<file path="src/rtl/axi2apb_pkg.sv">
// Shared constants for the AXI-to-APB request scheduler: bus widths,
// response codes and FSM state encodings.
package axi2apb_pkg;

  localparam int unsigned ADDR_W  = 32;
  localparam int unsigned PADDR_W = 16;
  localparam int unsigned DATA_W  = 32;

  localparam logic [1:0] OKAY   = 2'b00;
  localparam logic [1:0] EXOKAY = 2'b01;
  localparam logic [1:0] SLVERR = 2'b10;
  localparam logic [1:0] DECERR = 2'b11;

  localparam logic [1:0] ST_IDLE   = 2'd0;
  localparam logic [1:0] ST_SETUP  = 2'd1;
  localparam logic [1:0] ST_ACCESS = 2'd2;
  localparam logic [1:0] ST_RESP   = 2'd3;

endpackage

</file>
<file path="src/rtl/axi2apb_sched_if.sv">
// Request/response and APB signal bundle for axi2apb_sched.
// master = scheduler view, slave = requester plus APB target view.
interface axi2apb_sched_if;
  import axi2apb_pkg::*;

  logic               rd_req;
  logic [ADDR_W-1:0]  rd_addr;
  logic               wr_req;
  logic [ADDR_W-1:0]  wr_addr;
  logic [DATA_W-1:0]  wr_data;
  logic               rd_gnt;
  logic               wr_gnt;
  logic               rd_done;
  logic [DATA_W-1:0]  rd_data;
  logic [1:0]         rd_resp;
  logic               wr_done;
  logic [1:0]         wr_resp;
  logic [PADDR_W-1:0] PADDR;
  logic               PWRITE;
  logic               PSEL;
  logic               PENABLE;
  logic [DATA_W-1:0]  PWDATA;
  logic [DATA_W-1:0]  PRDATA;
  logic               PREADY;
  logic               PSLVERR;

  modport master (
    input  rd_req, rd_addr, wr_req, wr_addr, wr_data, PRDATA, PREADY, PSLVERR,
    output rd_gnt, wr_gnt, rd_done, rd_data, rd_resp, wr_done, wr_resp,
           PADDR, PWRITE, PSEL, PENABLE, PWDATA
  );

  modport slave (
    output rd_req, rd_addr, wr_req, wr_addr, wr_data, PRDATA, PREADY, PSLVERR,
    input  rd_gnt, wr_gnt, rd_done, rd_data, rd_resp, wr_done, wr_resp,
           PADDR, PWRITE, PSEL, PENABLE, PWDATA
  );

endinterface

</file>
<file path="src/rtl/axi2apb_wdt.sv">
// ACCESS-phase wait counter: counts stalled cycles and flags the last
// permitted one so the scheduler can force termination.
module axi2apb_wdt #(
  parameter int unsigned TIMEOUT = 15
) (
  input  logic clk_i,
  input  logic rst_ni,
  input  logic clear_i,
  input  logic enable_i,
  output logic expired_o
);

  localparam int unsigned CW = $clog2(TIMEOUT + 1);

  logic [CW-1:0] cnt_q, cnt_d;

  assign expired_o = (cnt_q == CW'(TIMEOUT - 1));

  always_comb begin
    cnt_d = cnt_q;
    if (clear_i) begin
      cnt_d = '0;
    end else if (enable_i && !expired_o) begin
      cnt_d = cnt_q + 1'b1;
    end
  end

  always_ff @(posedge clk_i) begin
    if (!rst_ni) begin
      cnt_q <= '0;
    end else begin
      cnt_q <= cnt_d;
    end
  end

endmodule

</file>
<file path="src/rtl/axi2apb_sched.sv">
// Arbitrates single read/write requests onto an APB master port with
// address decode, wait-state timeout and read-streak write fairness.
module axi2apb_sched
  import axi2apb_pkg::*;
#(
  parameter int unsigned TIMEOUT   = 15,
  parameter int unsigned RD_STREAK = 4,
  parameter logic [3:0]  DEC_NIB   = 4'hA
) (
  input logic             ACLK,
  input logic             ARESETn,
  axi2apb_sched_if.master bus
);

  localparam int unsigned SW = $clog2(RD_STREAK + 1);

  logic [1:0]         state_q, state_d;
  logic               dir_q, dir_d;
  logic [PADDR_W-1:0] paddr_q, paddr_d;
  logic [DATA_W-1:0]  wdata_q, wdata_d;
  logic [DATA_W-1:0]  rdata_q, rdata_d;
  logic [1:0]         resp_q, resp_d;
  logic [SW-1:0]      streak_q, streak_d;

  logic              idle, pick_wr, take_rd, take_wr, hit, expired, psel;
  logic [ADDR_W-1:0] req_addr;
  logic              unused_addr_bits;

  // Grants are combinational in IDLE so the transfer enters SETUP on the next edge.
  assign idle     = (state_q == ST_IDLE) && ARESETn;
  assign pick_wr  = bus.wr_req && (!bus.rd_req || (streak_q == SW'(RD_STREAK)));
  assign take_wr  = idle && pick_wr;
  assign take_rd  = idle && bus.rd_req && !pick_wr;
  assign req_addr = pick_wr ? bus.wr_addr : bus.rd_addr;
  assign hit      = (req_addr[ADDR_W-1 -: 4] == DEC_NIB);
  assign unused_addr_bits = ^req_addr[ADDR_W-5:PADDR_W];

  axi2apb_wdt #(.TIMEOUT(TIMEOUT)) u_wdt (
    .clk_i     (ACLK),
    .rst_ni    (ARESETn),
    .clear_i   (state_q != ST_ACCESS),
    .enable_i  ((state_q == ST_ACCESS) && !bus.PREADY),
    .expired_o (expired)
  );

  always_comb begin
    state_d  = state_q;
    dir_d    = dir_q;
    paddr_d  = paddr_q;
    wdata_d  = wdata_q;
    rdata_d  = rdata_q;
    resp_d   = resp_q;
    streak_d = streak_q;
    case (state_q)
      ST_IDLE: begin
        if (take_rd || take_wr) begin
          dir_d   = take_wr;
          paddr_d = req_addr[PADDR_W-1:0];
          wdata_d = take_wr ? bus.wr_data : '0;
          rdata_d = '0;
          if (hit) begin
            state_d = ST_SETUP;
          end else begin
            state_d = ST_RESP;
            resp_d  = DECERR;
          end
          if (take_wr || !bus.wr_req) begin
            streak_d = '0;
          end else if (streak_q != SW'(RD_STREAK)) begin
            streak_d = streak_q + 1'b1;
          end
        end
      end
      ST_SETUP: state_d = ST_ACCESS;
      ST_ACCESS: begin
        if (bus.PREADY) begin
          rdata_d = dir_q ? '0 : bus.PRDATA;
          resp_d  = bus.PSLVERR ? SLVERR : OKAY;
          state_d = ST_RESP;
        end else if (expired) begin
          resp_d  = SLVERR;
          state_d = ST_RESP;
        end
      end
      ST_RESP: state_d = ST_IDLE;
      default: state_d = ST_IDLE;
    endcase
  end

  always_ff @(posedge ACLK) begin
    if (!ARESETn) begin
      state_q  <= ST_IDLE;
      dir_q    <= 1'b0;
      paddr_q  <= '0;
      wdata_q  <= '0;
      rdata_q  <= '0;
      resp_q   <= OKAY;
      streak_q <= '0;
    end else begin
      state_q  <= state_d;
      dir_q    <= dir_d;
      paddr_q  <= paddr_d;
      wdata_q  <= wdata_d;
      rdata_q  <= rdata_d;
      resp_q   <= resp_d;
      streak_q <= streak_d;
    end
  end

  assign psel        = (state_q == ST_SETUP) || (state_q == ST_ACCESS);
  assign bus.PSEL    = psel;
  assign bus.PENABLE = (state_q == ST_ACCESS);
  assign bus.PWRITE  = psel && dir_q;
  assign bus.PADDR   = psel ? paddr_q : '0;
  assign bus.PWDATA  = (psel && dir_q) ? wdata_q : '0;
  assign bus.rd_gnt  = take_rd;
  assign bus.wr_gnt  = take_wr;
  assign bus.rd_done = ARESETn && (state_q == ST_RESP) && !dir_q;
  assign bus.wr_done = ARESETn && (state_q == ST_RESP) && dir_q;
  assign bus.rd_data = rdata_q;
  assign bus.rd_resp = resp_q;
  assign bus.wr_resp = resp_q;

endmodule
</file>
<file path="src/flat_wrapper.sv">
// flat-port wrapper written by rule: the top's interface ports become plain ports
module axi2apb_sched_flat import axi2apb_pkg::*;
#(
  parameter int unsigned TIMEOUT   = 15,
  parameter int unsigned RD_STREAK = 4,
  parameter logic [3:0]  DEC_NIB   = 4'hA
)
  (ACLK, ARESETn, bus_rd_req, bus_rd_addr, bus_wr_req, bus_wr_addr, bus_wr_data, bus_PRDATA, bus_PREADY, bus_PSLVERR, bus_rd_gnt, bus_wr_gnt, bus_rd_done, bus_rd_data, bus_rd_resp, bus_wr_done, bus_wr_resp, bus_PADDR, bus_PWRITE, bus_PSEL, bus_PENABLE, bus_PWDATA);
  axi2apb_sched_if bus_i ();
  input logic ACLK;
  input logic ARESETn;
  input wire logic [$bits(bus_i.rd_req)-1:0] bus_rd_req;
  input wire logic [$bits(bus_i.rd_addr)-1:0] bus_rd_addr;
  input wire logic [$bits(bus_i.wr_req)-1:0] bus_wr_req;
  input wire logic [$bits(bus_i.wr_addr)-1:0] bus_wr_addr;
  input wire logic [$bits(bus_i.wr_data)-1:0] bus_wr_data;
  input wire logic [$bits(bus_i.PRDATA)-1:0] bus_PRDATA;
  input wire logic [$bits(bus_i.PREADY)-1:0] bus_PREADY;
  input wire logic [$bits(bus_i.PSLVERR)-1:0] bus_PSLVERR;
  output wire logic [$bits(bus_i.rd_gnt)-1:0] bus_rd_gnt;
  output wire logic [$bits(bus_i.wr_gnt)-1:0] bus_wr_gnt;
  output wire logic [$bits(bus_i.rd_done)-1:0] bus_rd_done;
  output wire logic [$bits(bus_i.rd_data)-1:0] bus_rd_data;
  output wire logic [$bits(bus_i.rd_resp)-1:0] bus_rd_resp;
  output wire logic [$bits(bus_i.wr_done)-1:0] bus_wr_done;
  output wire logic [$bits(bus_i.wr_resp)-1:0] bus_wr_resp;
  output wire logic [$bits(bus_i.PADDR)-1:0] bus_PADDR;
  output wire logic [$bits(bus_i.PWRITE)-1:0] bus_PWRITE;
  output wire logic [$bits(bus_i.PSEL)-1:0] bus_PSEL;
  output wire logic [$bits(bus_i.PENABLE)-1:0] bus_PENABLE;
  output wire logic [$bits(bus_i.PWDATA)-1:0] bus_PWDATA;
  assign bus_i.rd_req = bus_rd_req;
  assign bus_i.rd_addr = bus_rd_addr;
  assign bus_i.wr_req = bus_wr_req;
  assign bus_i.wr_addr = bus_wr_addr;
  assign bus_i.wr_data = bus_wr_data;
  assign bus_i.PRDATA = bus_PRDATA;
  assign bus_i.PREADY = bus_PREADY;
  assign bus_i.PSLVERR = bus_PSLVERR;
  assign bus_rd_gnt = bus_i.rd_gnt;
  assign bus_wr_gnt = bus_i.wr_gnt;
  assign bus_rd_done = bus_i.rd_done;
  assign bus_rd_data = bus_i.rd_data;
  assign bus_rd_resp = bus_i.rd_resp;
  assign bus_wr_done = bus_i.wr_done;
  assign bus_wr_resp = bus_i.wr_resp;
  assign bus_PADDR = bus_i.PADDR;
  assign bus_PWRITE = bus_i.PWRITE;
  assign bus_PSEL = bus_i.PSEL;
  assign bus_PENABLE = bus_i.PENABLE;
  assign bus_PWDATA = bus_i.PWDATA;
  axi2apb_sched #(.TIMEOUT(TIMEOUT), .RD_STREAK(RD_STREAK), .DEC_NIB(DEC_NIB)) u_core (.ACLK(ACLK), .ARESETn(ARESETn), .bus(bus_i));
endmodule
</file>
<file path="config.mk">
export PLATFORM = sky130hd
export DESIGN_NAME = axi2apb_sched_flat
export DESIGN_NICKNAME = d
export VERILOG_FILES = /design/src/rtl/axi2apb_pkg.sv /design/src/rtl/axi2apb_sched_if.sv /design/src/rtl/axi2apb_wdt.sv /design/src/rtl/axi2apb_sched.sv /design/src/flat_wrapper.sv
export SDC_FILE = /design/constraint.sdc
export NUM_CORES = 1
export LEC_CHECK = 0
export ABC_AREA = 1
export BUFFER_PORTS_ARGS = -buffer_cell sky130_fd_sc_hd__buf_2
export CAP_MARGIN = 20
export CORE_ASPECT_RATIO = 1.5
export CORE_MARGIN = 5
export CORE_UTILIZATION = 35
export CTS_CLUSTER_DIAMETER = 30
export DETAILED_ROUTE_END_ITERATION = 8
export PLACE_DENSITY = 0.65
export RECOVER_POWER = 50
export REMOVE_ABC_BUFFERS = 1
export SLEW_MARGIN = 5
export SYNTH_ARGS = -nofsm -noshare
export SYNTH_HDL_FRONTEND = slang
export SYNTH_HIERARCHICAL = 1
export SYNTH_SLANG_ARGS = --single-unit
</file>
<file path="constraint.sdc">
create_clock -name ACLK -period 2.5 [get_ports ACLK]
set_input_delay 0.5 -clock ACLK [delete_from_list [all_inputs] [get_ports ACLK]]
set_output_delay 0.5 -clock ACLK [all_outputs]
set_load 0.005 [all_outputs]
</file>
== Word-level counts from Yosys, hierarchy flattened ==
Cells that the tools add are included.
W data, S select, Z words.
Word-level totals
  flip-flop bits (word level): 92
  input bits: 134
  word-level logic and storage cells: 74
  output and inout bits: 91
Operators by class
  mux-type cells: 21
  add/subtract/negate cells: 2
  bitwise logic cells: 1
  reduce and logical (&&, ||, !) cells: 30
  eq/ne operators: 12
Operators by type and width (count)
  $mux W32: 6
  $pmux W32 S2: 1
  $mux W2: 9
  $mux W16: 1
  $logic_and A1 B1 Y1: 11
  $eq A4 B4 Y1 const B: 2
  $ne A2 B2 Y1 const B: 4
  $pmux W2 S4: 1
  $logic_not A1 Y1: 6
  $mux W3: 2
  $reduce_and A3 Y1: 2
  $add A4 B1 Y4 const B: 1
  $eq A2 B2 Y1 const B: 2
  $logic_or A1 B1 Y1: 4
  $pmux W2 S2: 1
  $reduce_and A2 Y1: 2
  $reduce_and A4 Y1: 1
  $reduce_bool A2 Y1: 2
  $add A3 B1 Y3 const B: 1
  $eq A3 B3 Y1 const B: 1
  $ne A3 B2 Y1 const B: 1
  $ne A3 B3 Y1 const B: 1
  $eq A2 B1 Y1 const B: 1
  $logic_not A2 Y1: 1
  2 further kinds: 2

== Longest topological paths before layout ==
Gate-level depths: netlist of the first run.
  depth in word-level cells: 8
  mapped depth: 12
  mapped depth without buffers: 12

== Cells and area by module ==
The synthesis of the first run kept the hierarchy.
By module, submodules not included
  axi2apb_sched: sequential area each 1761.7 sq um, times used 1, area an instance 4002.6 sq um, cells an instance 567
  axi2apb_wdt: sequential area each 80.1 sq um, times used 1, area an instance 240.2 sq um, cells an instance 32

== Least setup slack after synthesis of the first run ==
OpenSTA, ideal clock, no wires.
  kind: reg-to-output
  start point: register u_core.state_q[0]
  end point: output port bus_PWDATA[22]
  required time: 2.000 ns
  slack: 0.567 ns
  path buffers: 2
  stages on the path, launching flop included: 7
  arrival: 1.433 ns
  cells stage by stage: dfxtp_1 -> inv_1 -> ha_1 -> clkbuf_1 -> nand2_1 -> clkbuf_1 -> nor2_1
On the way
  cells in the longest elaborated chain, start to end: 4
  elaborated cells on any way between the ends: 5
  those cells by class: 2 x eq/ne; 1 x mux; 2 x reduce/logical
Ends and longest elaborated chain
  from (decl): RTL line axi2apb_sched.sv:17  | logic [1:0] state_q, state_d;
  from (signal assigned): RTL line axi2apb_sched.sv:100  | state_q <= state_d;
  $eq A2 B1 Y1 or $eq A2 B2 Y1 (tied branches): RTL line axi2apb_sched.sv:110  | assign psel = (state_q == ST_SETUP) || (state_q == ST_ACCESS);
  $logic_or A1 B1 Y1 *: RTL line axi2apb_sched.sv:110
  net bus_PSEL: RTL line flat_wrapper.sv:29  | output wire logic [$bits(bus_i.PSEL)-1:0] bus_PSEL;
  $logic_and A1 B1 Y1 *: RTL line axi2apb_sched.sv:115  | assign bus.PWDATA = (psel && dir_q) ? wdata_q : '0;
  $mux W32 *: RTL line axi2apb_sched.sv:115
  to (decl): RTL line flat_wrapper.sv:31  | output wire logic [$bits(bus_i.PWDATA)-1:0] bus_PWDATA;
The timed path passes the listed nets; every way through them passes the cells marked *.

== Worst setup path after layout of the first run ==
  start point: register u_core.state_q[0]
  end point: output port bus_PWDATA[17]
On the way
  cells in the longest elaborated chain, start to end: 4
  elaborated cells on any way between the ends: 5
  those cells by class: 2 x eq/ne; 1 x mux; 2 x reduce/logical
Ends and longest elaborated chain (RTL line)
  $eq A2 B1 Y1 or $eq A2 B2 Y1 (tied branches): axi2apb_sched.sv:110
  $logic_or A1 B1 Y1 *: axi2apb_sched.sv:110
  $logic_and A1 B1 Y1 *: axi2apb_sched.sv:115
  $mux W32 *: axi2apb_sched.sv:115
Every way passes the cells marked *; elsewhere a longest branch is shown, timed or not.

==> results.sh, run 1 <==
export IMPL_ir_drop_mv=0.340
export IMPL_netlist_area_leader_share_pct=43.4
export IMPL_max_freq_mhz=445
export IMPL_grt_pass1_vias=4097
export IMPL_ant_nets=0
export IMPL_clock_sinks=92
export IMPL_cp_max_fo=33
export IMPL_tns_ns=0
export IMPL_cp_start_kind="register"
export IMPL_cts_tree="done"
export IMPL_die_w_um=99.9
export IMPL_power_density_nw_per_um2=812
export IMPL_drc=0
export IMPL_worstSetupPathType="register to output port"
export IMPL_hold_path_class="primary input to register"
export IMPL_drt_iter0_markers=164
export IMPL_cts_buffer_depth=2
export IMPL_period_share_pct=89.8
export IMPL_cts_made_buffers=9
export IMPL_cp_slowest_cell="dfxtp_1"
export IMPL_arrival_ns=1.75
export IMPL_routed_wl_mm=12.1
export IMPL_postCtsSetupBuffers=0
export IMPL_die_area_um2=14500
export IMPL_synthTopCellsByArea="dfxtp_1 43%, nand2_1 15%, a21oi_1 8.0%"
export IMPL_grt_max_degree=67
export IMPL_avgSynthCellArea_um2=7.08
export IMPL_synth_cells=599
export IMPL_overflow=0
export IMPL_yosys_cell_types_count=32
export IMPL_fin_crit_ns=2.25
export IMPL_drtPass1Iterations=5
export IMPL_setup_viol=0
export IMPL_slowest_delay_ns=0.36
export IMPL_synth_area_leader_cell="dfxtp_1"
export IMPL_io_pins=225
export IMPL_finalWorstSetupSlack_ns=0.254
export IMPL_worst_pin_slew_ns=0.921
export IMPL_grt_pass1_wl_mm=19.1
export IMPL_ys_seq_area_share_pct=43.4
export IMPL_drv_slew=0
export IMPL_vias_per_cell=4.59
export IMPL_start_util_pct=35.5
export IMPL_leakage_nw=2.57
export IMPL_routedWlPerCell_um=12.8
export IMPL_rsz0062_at_grt="no"
export IMPL_areaGrowthSynthToFinish_pct=32.2
export IMPL_crit_required_ns=2.00
export IMPL_track_usage_pct=16.2
export IMPL_max_cap_violations=0
export IMPL_p_total_mw=4.55
export IMPL_whs_ns=0.400
export IMPL_skew_ns=0.00996
export IMPL_cp_cell_sequence="inv_1 > ha_1 > nand2_1 > buf_4 > nor2_1 > buf_2"
export IMPL_run_status="complete, no violations"
export IMPL_end_kind="output port"
export IMPL_clk_pin_slew_worst_paths_ns=0.07
export IMPL_dieHeight_um=145
export IMPL_core_um2=12000
export IMPL_timing_slew_headroom_pct=38.5
export IMPL_syn_area_um2=4240
export IMPL_cts_hold_buf=0
export IMPL_yosysWarnings=6
export IMPL_cts_resized=0
export IMPL_place_ws_ns=0.466
export IMPL_yosys_register_bits=92
export IMPL_rows=49
export IMPL_insertion_delay_ns=0.34
export IMPL_root_buffer="clkbuf_16"
export IMPL_vias=4325
export IMPL_place_gp_congestion=0.772
export IMPL_antenna_found_initial=0
export IMPL_dp_hpwl_mm=8.75
export IMPL_drive_gt1_share_pct=28.0
export IMPL_htreeDepth=3
export IMPL_hold_viol_final=0
export IMPL_post_route_util_pct=46.9
export IMPL_io_buffers=200
export IMPL_fin_nets=925
worst max-delay path: cells and delay by family, from the launching register on:
| family | cells | cell delay (ns) |
|---|---|---|
| buf+inv | 3 | 0.54 |
| flops | 1 | 0.36 |
| fa+ha+maj | 1 | 0.31 |
| simple gates | 2 | 0.18 |
metal layers:
layer	track usage, %	up-vias	wire [um]
met3	3.12	19	854
met5	0	-	0
met4	8.20	0	303
li1	-	2283	-
met1	18.8	1883	4910
met2	28.2	140	5990
power by group:
group          switching (mW)  total [mW]  internal (mW)
clock network           0.606        1.50          0.894
logic                   0.859        1.31          0.452
registers              0.0986        1.74           1.64
total                    1.56        4.55           2.99
synthesized netlist by cell type, drive strengths merged:
library cell,count
buf,24
ha,8
nand3,5
a21oi,70
a31o,1
a31oi,17
inv,72
or2,2
and3,1
nor2,56
nor3,2
clkbuf,17
o21ai,21
nand4,34
o211ai,1
dfxtp,92
nand3b,1
nand2,175
cell type report:
cell class	count	area, um2
Fill cell	1305	6350
Multi-Input combinational cell	394	1900
Sequential cell	92	1840
Timing Repair Buffer	214	1070
Inverter	72	270
Clock buffer	9	225
Tap cell	153	191
Clock inverter	7	105
Antenna cell	1	2.50
logic make-up after synthesis:
| family | after synthesis | synth area share (%) |
|---|---|---|
| buf+inv | 113 | 12.0 |
| simple gates | 276 | 28.2 |
| fa+ha+maj | 8 | 2.36 |
| compound gates | 110 | 14.1 |
| flops | 92 | 43.4 |
registers in the layout (all words and copies together) (netlist names):
| name | cells |
|---|---|
| u_core/state_q | 2 |
| u_core/wdata_q | 32 |
| u_core/dir_q | 1 |
| u_core/u_wdt/cnt_q | 4 |
| u_core/bus.rd_data | 32 |
| u_core/bus.rd_resp | 2 |
| u_core/streak_q | 3 |
| u_core/paddr_q | 16 |
path summary, 6_finish.rpt:
| kind | start | end | slack [ns] | depth (start not counted) |
|---|---|---|---|---|
| setup / recovery | u_core/state_q[0] | bus_PWDATA[17] | 0.25 | 6 |
| hold / removal | bus_wr_data[13] | u_core/wdata_q[13] | 0.40 | 3 |
| setup reg to reg | u_core/state_q[0] | u_core/bus.rd_data[20] | 0.35 | 7 |
| hold reg to reg | u_core/bus.rd_data[1] | u_core/bus.rd_data[1] | 0.46 | 2 |
cell usage in the layout (no fill, tap or decap), drive strengths merged, types with 17 or more instances in the layout:
master / netlist / final
o21ai: 21 / 21
inv: 72 / 76
clkbuf: 17 / 38
nand4: 34 / 34
dfxtp: 92 / 92
nor2: 56 / 56
a21oi: 70 / 70
nand2: 175 / 175
a31oi: 17 / 17
buf: 24 / 185
metrics by stage:
| step | instances | area [um2] |
|---|---|---|
| finish | 942 | 5610 |
| global route | 941 | 5610 |
| CTS | 941 | 5650 |
| detailed placement | 925 | 5320 |
| global placement | 925 | 5320 |
| floorplan | 558 | 4010 |
Note: power is estimated with default switching activity, not from simulation.
==> run 2: changes to the inputs <==
==> constraint.sdc (replaced) <==
create_clock -name ACLK -period 2.5 [get_ports ACLK]
set_input_delay 0.125 -clock ACLK [delete_from_list [all_inputs] [get_ports ACLK]]
set_output_delay 0.125 -clock ACLK [all_outputs]
set_load 0.005 [all_outputs]
==> results.sh, run 2 (synthesis results as in run 1) <==
export IMPL_rows=49
export IMPL_critical_path_most_common_cell="nand2_1"
export IMPL_crit_required_ns=2.38
export IMPL_p_switching_mw=1.53
export IMPL_power_frac_comb_pct=28.9
export IMPL_cts_tree="done"
export IMPL_clk_pin_slew_worst_paths_ns=0.07
export IMPL_swShare_pct=34.6
export IMPL_hold_path_class="primary input to register"
export IMPL_end_kind="output port"
export IMPL_setup_viol=0
export IMPL_dp_hpwl_mm=8.70
export IMPL_postCtsSetupBuffers=0
export IMPL_ir_drop_mv=0.336
export IMPL_worst_pin_slew_ns=0.915
export IMPL_skew_ns=0.00718
export IMPL_grt_pass1_vias=4095
export IMPL_routedWlPerCell_um=13.0
export IMPL_power_density_nw_per_um2=799
export IMPL_period_share_pct=88.2
export IMPL_multi_input_area_um2=1900
export IMPL_tns_ns=0
export IMPL_cp_start_kind="register"
export IMPL_drive_gt1_share_pct=25.1
export IMPL_cp_max_fo=31
export IMPL_drtPass1Iterations=4
export IMPL_clock_sinks=92
export IMPL_insertion_delay_ns=0.34
export IMPL_core_um2=12000
export IMPL_cts_resized=0
export IMPL_num_antenna_cells=0
export IMPL_layout_commonest_cell="nand2_1"
export IMPL_p_int_mw=2.90
export IMPL_cts_buffer_depth=2
export IMPL_areaGrowthSynthToFinish_pct=30.6
export IMPL_fin_crit_ns=2.20
export IMPL_place_ws_ns=0.611
export IMPL_ant_nets=0
export IMPL_drt_iter0_markers=212
export IMPL_track_usage_pct=16.5
export IMPL_max_freq_mhz=454
export IMPL_grt_max_degree=37
export IMPL_fin_nets=921
export IMPL_io_pins=225
export IMPL_run_status="complete, no violations"
export IMPL_routed_wl_mm=12.2
export IMPL_finalWorstSetupSlack_ns=0.295
export IMPL_antenna_found_initial=0
export IMPL_arrival_ns=2.08
export IMPL_p_clk_share_pct=31.8
export IMPL_worstSetupPathType="register to output port"
export IMPL_place_gp_congestion=0.786
export IMPL_p_total_mw=4.43
export IMPL_start_util_pct=35.5
export IMPL_root_buffer="clkbuf_16"
export IMPL_vias=4353
export IMPL_cp_cell_sequence="inv_1 > ha_1 > nand2_1 > nand2_1 > nand2_2 > nor2_4 > buf_4 > buf_2"
export IMPL_grt_pass1_wl_mm=19.3
export IMPL_max_cap_violations=0
export IMPL_post_route_util_pct=46.3
export IMPL_dieHeight_um=145
export IMPL_regArea_um2=1840
export IMPL_power_frac_seq_pct=39.3
export IMPL_leakage_nw=2.47
export IMPL_drv_slew=0
export IMPL_mostFrequentLayoutCells="170 x nand2_1, 158 x buf_2, 92 x dfxtp_1"
export IMPL_vias_per_cell=4.65
export IMPL_cts_hold_buf=0
export IMPL_overflow=0
export IMPL_n_fill_cell=1333
export IMPL_drc=0
export IMPL_rsz0062_at_grt="no"
export IMPL_slowest_delay_ns=0.35
export IMPL_hold_viol_final=0
export IMPL_die_area_um2=14500
export IMPL_layout_cells_non_filler=937
export IMPL_io_buffers=200
export IMPL_r2r_slack_ns=0.44
export IMPL_cts_made_buffers=9
export IMPL_die_w_um=99.9
export IMPL_htreeDepth=3
export IMPL_placed_cells_incl_taps=921
export IMPL_timing_slew_headroom_pct=39.0
export IMPL_cp_slowest_cell="buf_4"
run 2: metal layers:
| layer | wire [um] | GRT usage, % |
|---|---|---|
| met4 | 279 | 8.49 |
| met5 | 0 | 0 |
| met1 | 4940 | 18.6 |
| met2 | 6050 | 29.4 |
| met3 | 887 | 3.07 |
run 2: layout make-up:
type                    instances  area share (%)
inverters                      72            4.88
well taps                     153            3.46
flip-flops and latches         92            33.2
repair buffers                210            18.5
clock inverters                 5            1.06
multi-input cells             394            34.3
clock buffers                  11            4.56
run 2: final timing paths:
check | endpoint | depth (start not counted) | startpoint
hold reg to reg | u_core/wdata_q[0] | 2 | u_core/wdata_q[0]
setup reg to reg | u_core/bus.rd_resp[0] | 10 | u_core/state_q[0]
hold / removal | u_core/wdata_q[23] | 3 | bus_wr_data[23]
setup / recovery | bus_wr_gnt | 8 | u_core/streak_q[0]
run 2: power groups by stage:
stage / combinational, mW / sequential, mW / clock (mW)
final: 1.28 / 1.74 / 1.41
after global routing: 1.46 / 1.76 / 1.51
after CTS: 1.35 / 1.74 / 1.46
after detailed placement: 1.34 / 1.77 / 0
after global placement: 1.35 / 1.77 / 0
after floorplan: 0.781 / 1.76 / 0
run 2: through the flow:
step / hold WS, ns / instance area [um2]
2_1_floorplan: 0.245 / 4010
5_1_grt: 0.0229 / 5540
4_1_cts: 0.0102 / 5610
3_3_place_gp: 0.375 / 5300
3_5_place_dp: 0.382 / 5300
6_report: 0.0237 / 5540
run 2: worst max-delay path: cells and delay by family, from the launching register on:
family	cells	cell delay, ns
buffers and inverters	3	0.61
adders and majority gates	1	0.14
and+or+nand+nor	4	0.65
DFF	1	0.32
